`src/rtl/delta_coalescer_if.sv`:
```
// delta_coalescer_if: event-in / drain-out handshake bundle; master drives events and drain control, slave is the coalescer
interface delta_coalescer_if #(parameter int VID_W = 4);
  logic             in_valid;
  logic [VID_W-1:0] in_vid;
  logic [15:0]      in_delta;
  logic             in_ready;
  logic             drain_req;
  logic             out_valid;
  logic [VID_W-1:0] out_vid;
  logic [15:0]      out_delta;
  logic             out_ready;
  logic             drain_done;
  logic             busy;
  modport master (output in_valid, in_vid, in_delta, drain_req, out_ready,
                  input in_ready, out_valid, out_vid, out_delta, drain_done, busy);
  modport slave (input in_valid, in_vid, in_delta, drain_req, out_ready,
                 output in_ready, out_valid, out_vid, out_delta, drain_done, busy);
endinterface

```
`src/rtl/delta_coalescer.sv`:
```
// delta_coalescer: per-vertex fp16 delta accumulation bins (2-stage read/add pipeline with forwarding) drained in ascending vid order; ports clock, reset (async high), bus (slave side of delta_coalescer_if)
module delta_coalescer #(
  parameter int NUM_BINS = 16,
  parameter int VID_W = 4
) (
  input logic clock,
  input logic reset,
  delta_coalescer_if.slave bus
);
  typedef enum logic [1:0] {ACCUM, FLUSH, DRAIN, DONE} state_t;
  state_t r_state, w_next;
  logic [15:0] r_bins [NUM_BINS];
  logic [NUM_BINS-1:0] r_occ;
  logic r_s1_v, r_s2_v, r_out_v;
  logic [VID_W-1:0] r_s1_vid, r_s2_vid, r_ptr, r_out_vid;
  logic [15:0] r_s1_delta, r_s2_delta, r_s2_op, r_out_delta;
  logic [15:0] w_sum, w_wdata;
  logic w_acc, w_adv, w_last;

  // Round-half-to-even fp16 add with subnormals, inf and NaN (canonical 0x7E00).
  function automatic logic [15:0] fp_add(input logic [15:0] a, input logic [15:0] b);
    logic [15:0] x, y;
    logic [4:0] ex, ey, d5;
    logic [13:0] mx, my, sh;
    logic [14:0] s, v;
    logic [5:0] e;
    logic rnd;
    x = a[14:0] >= b[14:0] ? a : b;
    y = a[14:0] >= b[14:0] ? b : a;
    // x has the larger magnitude, so a NaN/inf operand always shows up in x
    if (x[14:10] == 5'h1f)
      return (x[9:0] != 10'd0 || (y[14:0] == 15'h7c00 && x[15] != y[15])) ? 16'h7e00 : x;
    ex = x[14:10] == 5'd0 ? 5'd1 : x[14:10];
    ey = y[14:10] == 5'd0 ? 5'd1 : y[14:10];
    mx = {|x[14:10], x[9:0], 3'b000};
    my = {|y[14:10], y[9:0], 3'b000};
    d5 = ex - ey;
    sh = d5 > 5'd13 ? {13'd0, |my} : (my >> d5) | {13'd0, ((my >> d5) << d5) != my};
    s = x[15] == y[15] ? {1'b0, mx} + {1'b0, sh} : {1'b0, mx} - {1'b0, sh};
    if (s == 15'd0) return {x[15] & y[15], 15'd0};
    e = {1'b0, ex};
    if (s[14]) begin
      s = {1'b0, s[14:2], s[1] | s[0]};
      e = e + 6'd1;
    end
    for (int i = 0; i < 13; i++)
      if (!s[13] && e > 6'd1) begin
        s = s << 1;
        e = e - 6'd1;
      end
    if (e >= 6'd31) return {x[15], 15'h7c00};
    // a missing hidden bit at e==1 is a subnormal; the rounding carry ripples into the exponent
    v = {s[13] ? e[4:0] : 5'd0, s[12:3]};
    rnd = s[2] & (s[3] | s[1] | s[0]);
    return {x[15], v + {14'd0, rnd}};
  endfunction

  assign bus.in_ready = r_state == ACCUM && !bus.drain_req;
  assign bus.out_valid = r_out_v;
  assign bus.out_vid = r_out_vid;
  assign bus.out_delta = r_out_delta;
  assign bus.drain_done = r_state == DONE;
  assign bus.busy = !(r_state == ACCUM && !r_s1_v && !r_s2_v);
  assign w_acc = bus.in_valid && bus.in_ready;
  assign w_sum = fp_add(r_s2_op, r_s2_delta);
  assign w_wdata = w_sum[14:0] == 15'd0 ? 16'h0000 : w_sum;
  assign w_adv = r_out_v ? bus.out_ready : !r_occ[r_ptr];
  assign w_last = r_ptr == VID_W'(NUM_BINS - 1);

  always_comb begin
    w_next = r_state == ACCUM ? (bus.drain_req ? FLUSH : ACCUM) :
             r_state == FLUSH ? (!r_s1_v && !r_s2_v ? DRAIN : FLUSH) :
             r_state == DRAIN ? (w_adv && w_last ? DONE : DRAIN) : ACCUM;
  end

  always_ff @(posedge clock or posedge reset)
    if (reset) r_state <= ACCUM;
    else r_state <= w_next;

  always_ff @(posedge clock or posedge reset)
    if (reset) begin
      for (int i = 0; i < NUM_BINS; i++) r_bins[i] <= 16'h0000;
      r_occ <= '0;
      r_s1_v <= 1'b0;
      r_s2_v <= 1'b0;
      r_out_v <= 1'b0;
      r_s1_vid <= '0;
      r_s2_vid <= '0;
      r_ptr <= '0;
      r_out_vid <= '0;
      r_s1_delta <= '0;
      r_s2_delta <= '0;
      r_s2_op <= '0;
      r_out_delta <= '0;
    end else begin
      r_s1_v <= w_acc;
      if (w_acc) begin
        r_s1_vid <= bus.in_vid;
        r_s1_delta <= bus.in_delta;
      end
      r_s2_v <= r_s1_v;
      // the bin being written this edge is stale in the array, so take the in-flight sum instead
      if (r_s1_v) begin
        r_s2_vid <= r_s1_vid;
        r_s2_delta <= r_s1_delta;
        r_s2_op <= r_s2_v && r_s2_vid == r_s1_vid ? w_wdata : r_bins[r_s1_vid];
      end
      if (r_s2_v) begin
        r_bins[r_s2_vid] <= w_wdata;
        r_occ[r_s2_vid] <= |w_sum[14:0];
      end
      if (r_state == FLUSH) r_ptr <= '0;
      if (r_state == DRAIN) begin
        if (r_out_v && bus.out_ready) begin
          r_bins[r_ptr] <= 16'h0000;
          r_occ[r_ptr] <= 1'b0;
        end
        if (!r_out_v && r_occ[r_ptr]) begin
          r_out_vid <= r_ptr;
          r_out_delta <= r_bins[r_ptr];
        end
        r_out_v <= r_out_v ? !bus.out_ready : r_occ[r_ptr];
        if (w_adv) r_ptr <= r_ptr + 1'b1;
      end
    end
endmodule

```
`src/flat_wrapper.sv`:
```
// flat-port wrapper written by rule: the top's interface ports become plain ports
module delta_coalescer_flat 
#(
  parameter int NUM_BINS = 16,
  parameter int VID_W = 4
)
  (clock, reset, bus_in_valid, bus_in_vid, bus_in_delta, bus_drain_req, bus_out_ready, bus_in_ready, bus_out_valid, bus_out_vid, bus_out_delta, bus_drain_done, bus_busy);
  delta_coalescer_if #(.VID_W(VID_W)) bus_i ();
  input logic clock;
  input logic reset;
  input wire logic [$bits(bus_i.in_valid)-1:0] bus_in_valid;
  input wire logic [$bits(bus_i.in_vid)-1:0] bus_in_vid;
  input wire logic [$bits(bus_i.in_delta)-1:0] bus_in_delta;
  input wire logic [$bits(bus_i.drain_req)-1:0] bus_drain_req;
  input wire logic [$bits(bus_i.out_ready)-1:0] bus_out_ready;
  output wire logic [$bits(bus_i.in_ready)-1:0] bus_in_ready;
  output wire logic [$bits(bus_i.out_valid)-1:0] bus_out_valid;
  output wire logic [$bits(bus_i.out_vid)-1:0] bus_out_vid;
  output wire logic [$bits(bus_i.out_delta)-1:0] bus_out_delta;
  output wire logic [$bits(bus_i.drain_done)-1:0] bus_drain_done;
  output wire logic [$bits(bus_i.busy)-1:0] bus_busy;
  assign bus_i.in_valid = bus_in_valid;
  assign bus_i.in_vid = bus_in_vid;
  assign bus_i.in_delta = bus_in_delta;
  assign bus_i.drain_req = bus_drain_req;
  assign bus_i.out_ready = bus_out_ready;
  assign bus_in_ready = bus_i.in_ready;
  assign bus_out_valid = bus_i.out_valid;
  assign bus_out_vid = bus_i.out_vid;
  assign bus_out_delta = bus_i.out_delta;
  assign bus_drain_done = bus_i.drain_done;
  assign bus_busy = bus_i.busy;
  delta_coalescer #(.NUM_BINS(NUM_BINS), .VID_W(VID_W)) u_core (.clock(clock), .reset(reset), .bus(bus_i));
endmodule
```
`config.mk`:
```
export PLATFORM = sky130hd
export DESIGN_NAME = delta_coalescer_flat
export DESIGN_NICKNAME = d
export VERILOG_FILES = /design/src/rtl/delta_coalescer_if.sv /design/src/rtl/delta_coalescer.sv /design/src/flat_wrapper.sv
export SDC_FILE = /design/constraint.sdc
export NUM_CORES = 1
export LEC_CHECK = 0
export CAP_MARGIN = 15
export CORE_MARGIN = 2
export CORE_UTILIZATION = 53
export DETAILED_ROUTE_END_ITERATION = 16
export GPL_TIMING_DRIVEN = 0
export PLACE_DENSITY = 0.69
export SLEW_MARGIN = 25
export SYNTH_ARGS = -nofsm -noshare
export SYNTH_HDL_FRONTEND = slang
export SYNTH_SLANG_ARGS = --single-unit
export TNS_END_PERCENT = 5
```
`constraint.sdc`:
```
create_clock -name clock -period 47.6 [get_ports clock]
set_input_delay 9.52 -clock clock [delete_from_list [all_inputs] [get_ports clock]]
set_output_delay 9.52 -clock clock [all_outputs]
set_load 0.01 [all_outputs]
```
==> impl_results.md <==
* Status: finished, final reports clean
* Final Wtd Congestion at 1.022
* Clock Latency Late Sink at 0.55 ns
* Most common cell in the netlist: nand2_1
* Max_slew headroom at 20.99%
* Dominant cell type by area after synthesis: dfrtp_1
* Async S/R FF share, synth at 100.0%
* Worst EP required at 47.98 ns
* Final ANT Viol Nets at 0
* Post-DP HPWL at 86,920 um
* Top cells by count, synth: 546 x nand2_1, 357 x dfrtp_1, 343 x nor2_1
* Layout cells sized above 1 at 12.61%
* Pre-CTS setup slack at 8.515 ns
* Final setup margin at 7.467 ns
* Die Area at 58,190 um2
* Kind of start point of the critical path: flop
* Post-Syn Instances at 3,418
* Worst R2R Setup Slack at 7.47 ns
* H-tree depth at 2
* Syn_nets at 3,517
* Max Cap Viol at 0
* Worst Tran Pin Value at 1.177 ns
* # hold bufs at CTS at 0
* Final WL at 113,700 um
* Vias at 29,490
* Setup-violating endpoint count in the final report at 0
* Hold Crit Class: reg2reg
* Vias in the first global route at 28,170
* TritonCTS clock tree: done
* FF+latch count, synth at 357
* Die X-Extent at 241.2 um
* Final #Nets at 3,612
* Post-synthesis cell area at 29,830 um2
* First-pass GRT wire length at 171,900 um
* Setup TNS at 0 ns
* Tot GR Track Use at 39.18%
* Drc violations at 0
* Crit Path Category: reg2reg
* IO Pins at 49
* Achievable Freq at 24.92 MHz
* Clk_skew at 0.02256 ns
* DR WL/cell at 26.48 um
* Max-slew violations at 0
* Initial Util at 53.82%
* Crit path max fanout at 10
* Final hold violation count at 0
* Critical path capture point type: flop
* Clock buffer depth at 3
* Clock sink total at 357
* RSZ-0062 raised after global routing: no
* First drt pass iteration count at 7
* CTS clk-pin slew, worst paths at 0.06 ns
* IO buf count at 48
* Syn_area_per_cell at 8.727 um2
* Largest net degree at the start of global routing at 83
* Yosys cell types at 114
* Post-CTS setup buffer count at 0
* Minimum clock period at 40.13 ns
* Die height at 241.2 um
* Slowest cell delay on critical path at 0.92 ns
* Yosys warns at 0
* Resized cells post-CTS at 0
* Sequential fraction of the synthesis area at 29.95%
* Num CTS Buffers at 40
* Share of the synthesized area in the top cell type at 29.95%
* Core Footprint at 55,420 um2
* Area grow syn2layout at 9.770%
* Final Cycle Share at 84.31%
* Number of synthesized flops with an enable pin at 0
* Global route overflow at 0
* Top cells by area, synth: dfrtp_1 30%, mux4_2 13%, nand2_1 6.9%, a21oi_1 5.1%, nor2_1 4.3%
* DR iter-0 viols at 3,324
* Root buf cell: clkbuf_16
* Crit path DAT at 40.51 ns
* Prevailing post-synth register cell: dfrtp_1
* Row cnt at 86
* Fill cells at 4,956
* Via density at 6.865
* Initial antenna violation count at 3
* Slowest CP cell: a211oi_1
==> layout make-up <==
| type | instances | area (um2) | share of cell area, % |
|---|---|---|---|
| inverters | 95 | 364.1 | 1.112 |
| well taps | 748 | 935.9 | 2.858 |
| clock inverters | 11 | 116.4 | 0.3554 |
| clock buffers | 62 | 1205 | 3.680 |
| flip-flops and latches | 357 | 8934 | 27.29 |
| plain buffers | 245 | 1001 | 3.057 |
| multi-input cells | 2721 | 19580 | 59.79 |
| diodes | 4 | 10.01 | 0.03057 |
| repair buffers | 53 | 598.1 | 1.827 |
==> metrics by stage <==
step | hold WS, ns | utilization [%] | area [um2] | std cells
6_report | 0.3879 | 59.08 | 32740 | 4296
5_1_grt | 0.3980 | 59.07 | 32730 | 4293
4_1_cts | 0.3866 | 59.03 | 32710 | 4292
3_5_place_dp | 0.3738 | 56.65 | 31390 | 4219
3_3_place_gp | 0.3555 | 56.38 | 31240 | 4214
2_1_floorplan | 0.3519 | - | 29830 | 3418
==> critical path: cells and delay by family (launching register included) <==
family	cells	cell delay [ns]
XOR/XNOR	5	1.62
flip-flops	1	0.44
adder cells (fa/ha/maj)	17	4.51
AO/OA/AOI/OAI	39	10.54
multiplexers	6	2.51
AND/OR/NAND/NOR	43	8.89
buffers and inverters	37	11.40
==> flip-flops by register name, indices dropped and copies added, names as in the netlist, 2 cells and up <==
signal and count:
u_core.r_bins 256, u_core.bus.out_delta 16, u_core.r_occ 16, u_core.r_s1_delta 16, u_core.r_s2_delta 16, u_core.r_s2_op 16
u_core.bus.out_vid 4, u_core.r_ptr 4, u_core.r_s1_vid 4, u_core.r_s2_vid 4, u_core.r_state 2
==> placed cells by master, fill, tap and decap left out, types with 41 or more instances in the layout <==
master	count
nand2_1	546
dfrtp_1	357
nor2_1	343
a21oi_1	305
clkbuf_1	200
mux4_2	171
o21ai_0	132
a211oi_1	123
mux2i_1	114
mux2_2	91
inv_1	89
nand3_1	75
ha_1	72
nor3_1	53
clkdlybuf4s50_1	48
xnor2_1	47
clkbuf_16	41
==> metal layers <==
layer  GRT usage (%)  share of wire (%)  vias up
met4           27.16                8.3        2
met2           60.34                 45     1761
met5               0             0.0097        -
li1                -                  -    12870
met3           6.723                9.1      449
met1           50.65                 38    14410
==> cell families (layout without fill, tap and decap cells) <==
kind of cell	after synthesis	count (layout)	share of synthesized area, %
and+or+nand+nor	1254	1254	18.83
AOI/OAI and AO/OA	949	949	21.31
muxes	382	382	20.43
DFF	357	357	29.95
buffers and inverters	340	466	4.509
adders and majority gates	74	74	3.154
xor gates and xnor gates	62	62	1.821
other	0	4	0
==> path summary, 6_finish.rpt <==
path,startpoint,end,cells past startpoint
setup reg to reg,u_core.r_s2_op[0]$_DFFE_PP0P_,u_core.r_bins[174]$_DFF_PP0_,147
setup / recovery,u_core.r_s2_op[0]$_DFFE_PP0P_,u_core.r_bins[174]$_DFF_PP0_,147
hold reg to reg,u_core.r_s1_v$_DFF_PP0_,u_core.r_s2_v$_DFF_PP0_,0
hold / removal,u_core.r_s1_v$_DFF_PP0_,u_core.r_s2_v$_DFF_PP0_,0
max in group asynchronous,reset,u_core.bus.out_valid$_DFFE_PP0P_,4
min in group asynchronous,reset,u_core.r_bins[20]$_DFF_PP0_,2
Power is not shown: default switching activity piles up to over one toggle a cycle in this logic, so the estimate is an artifact.
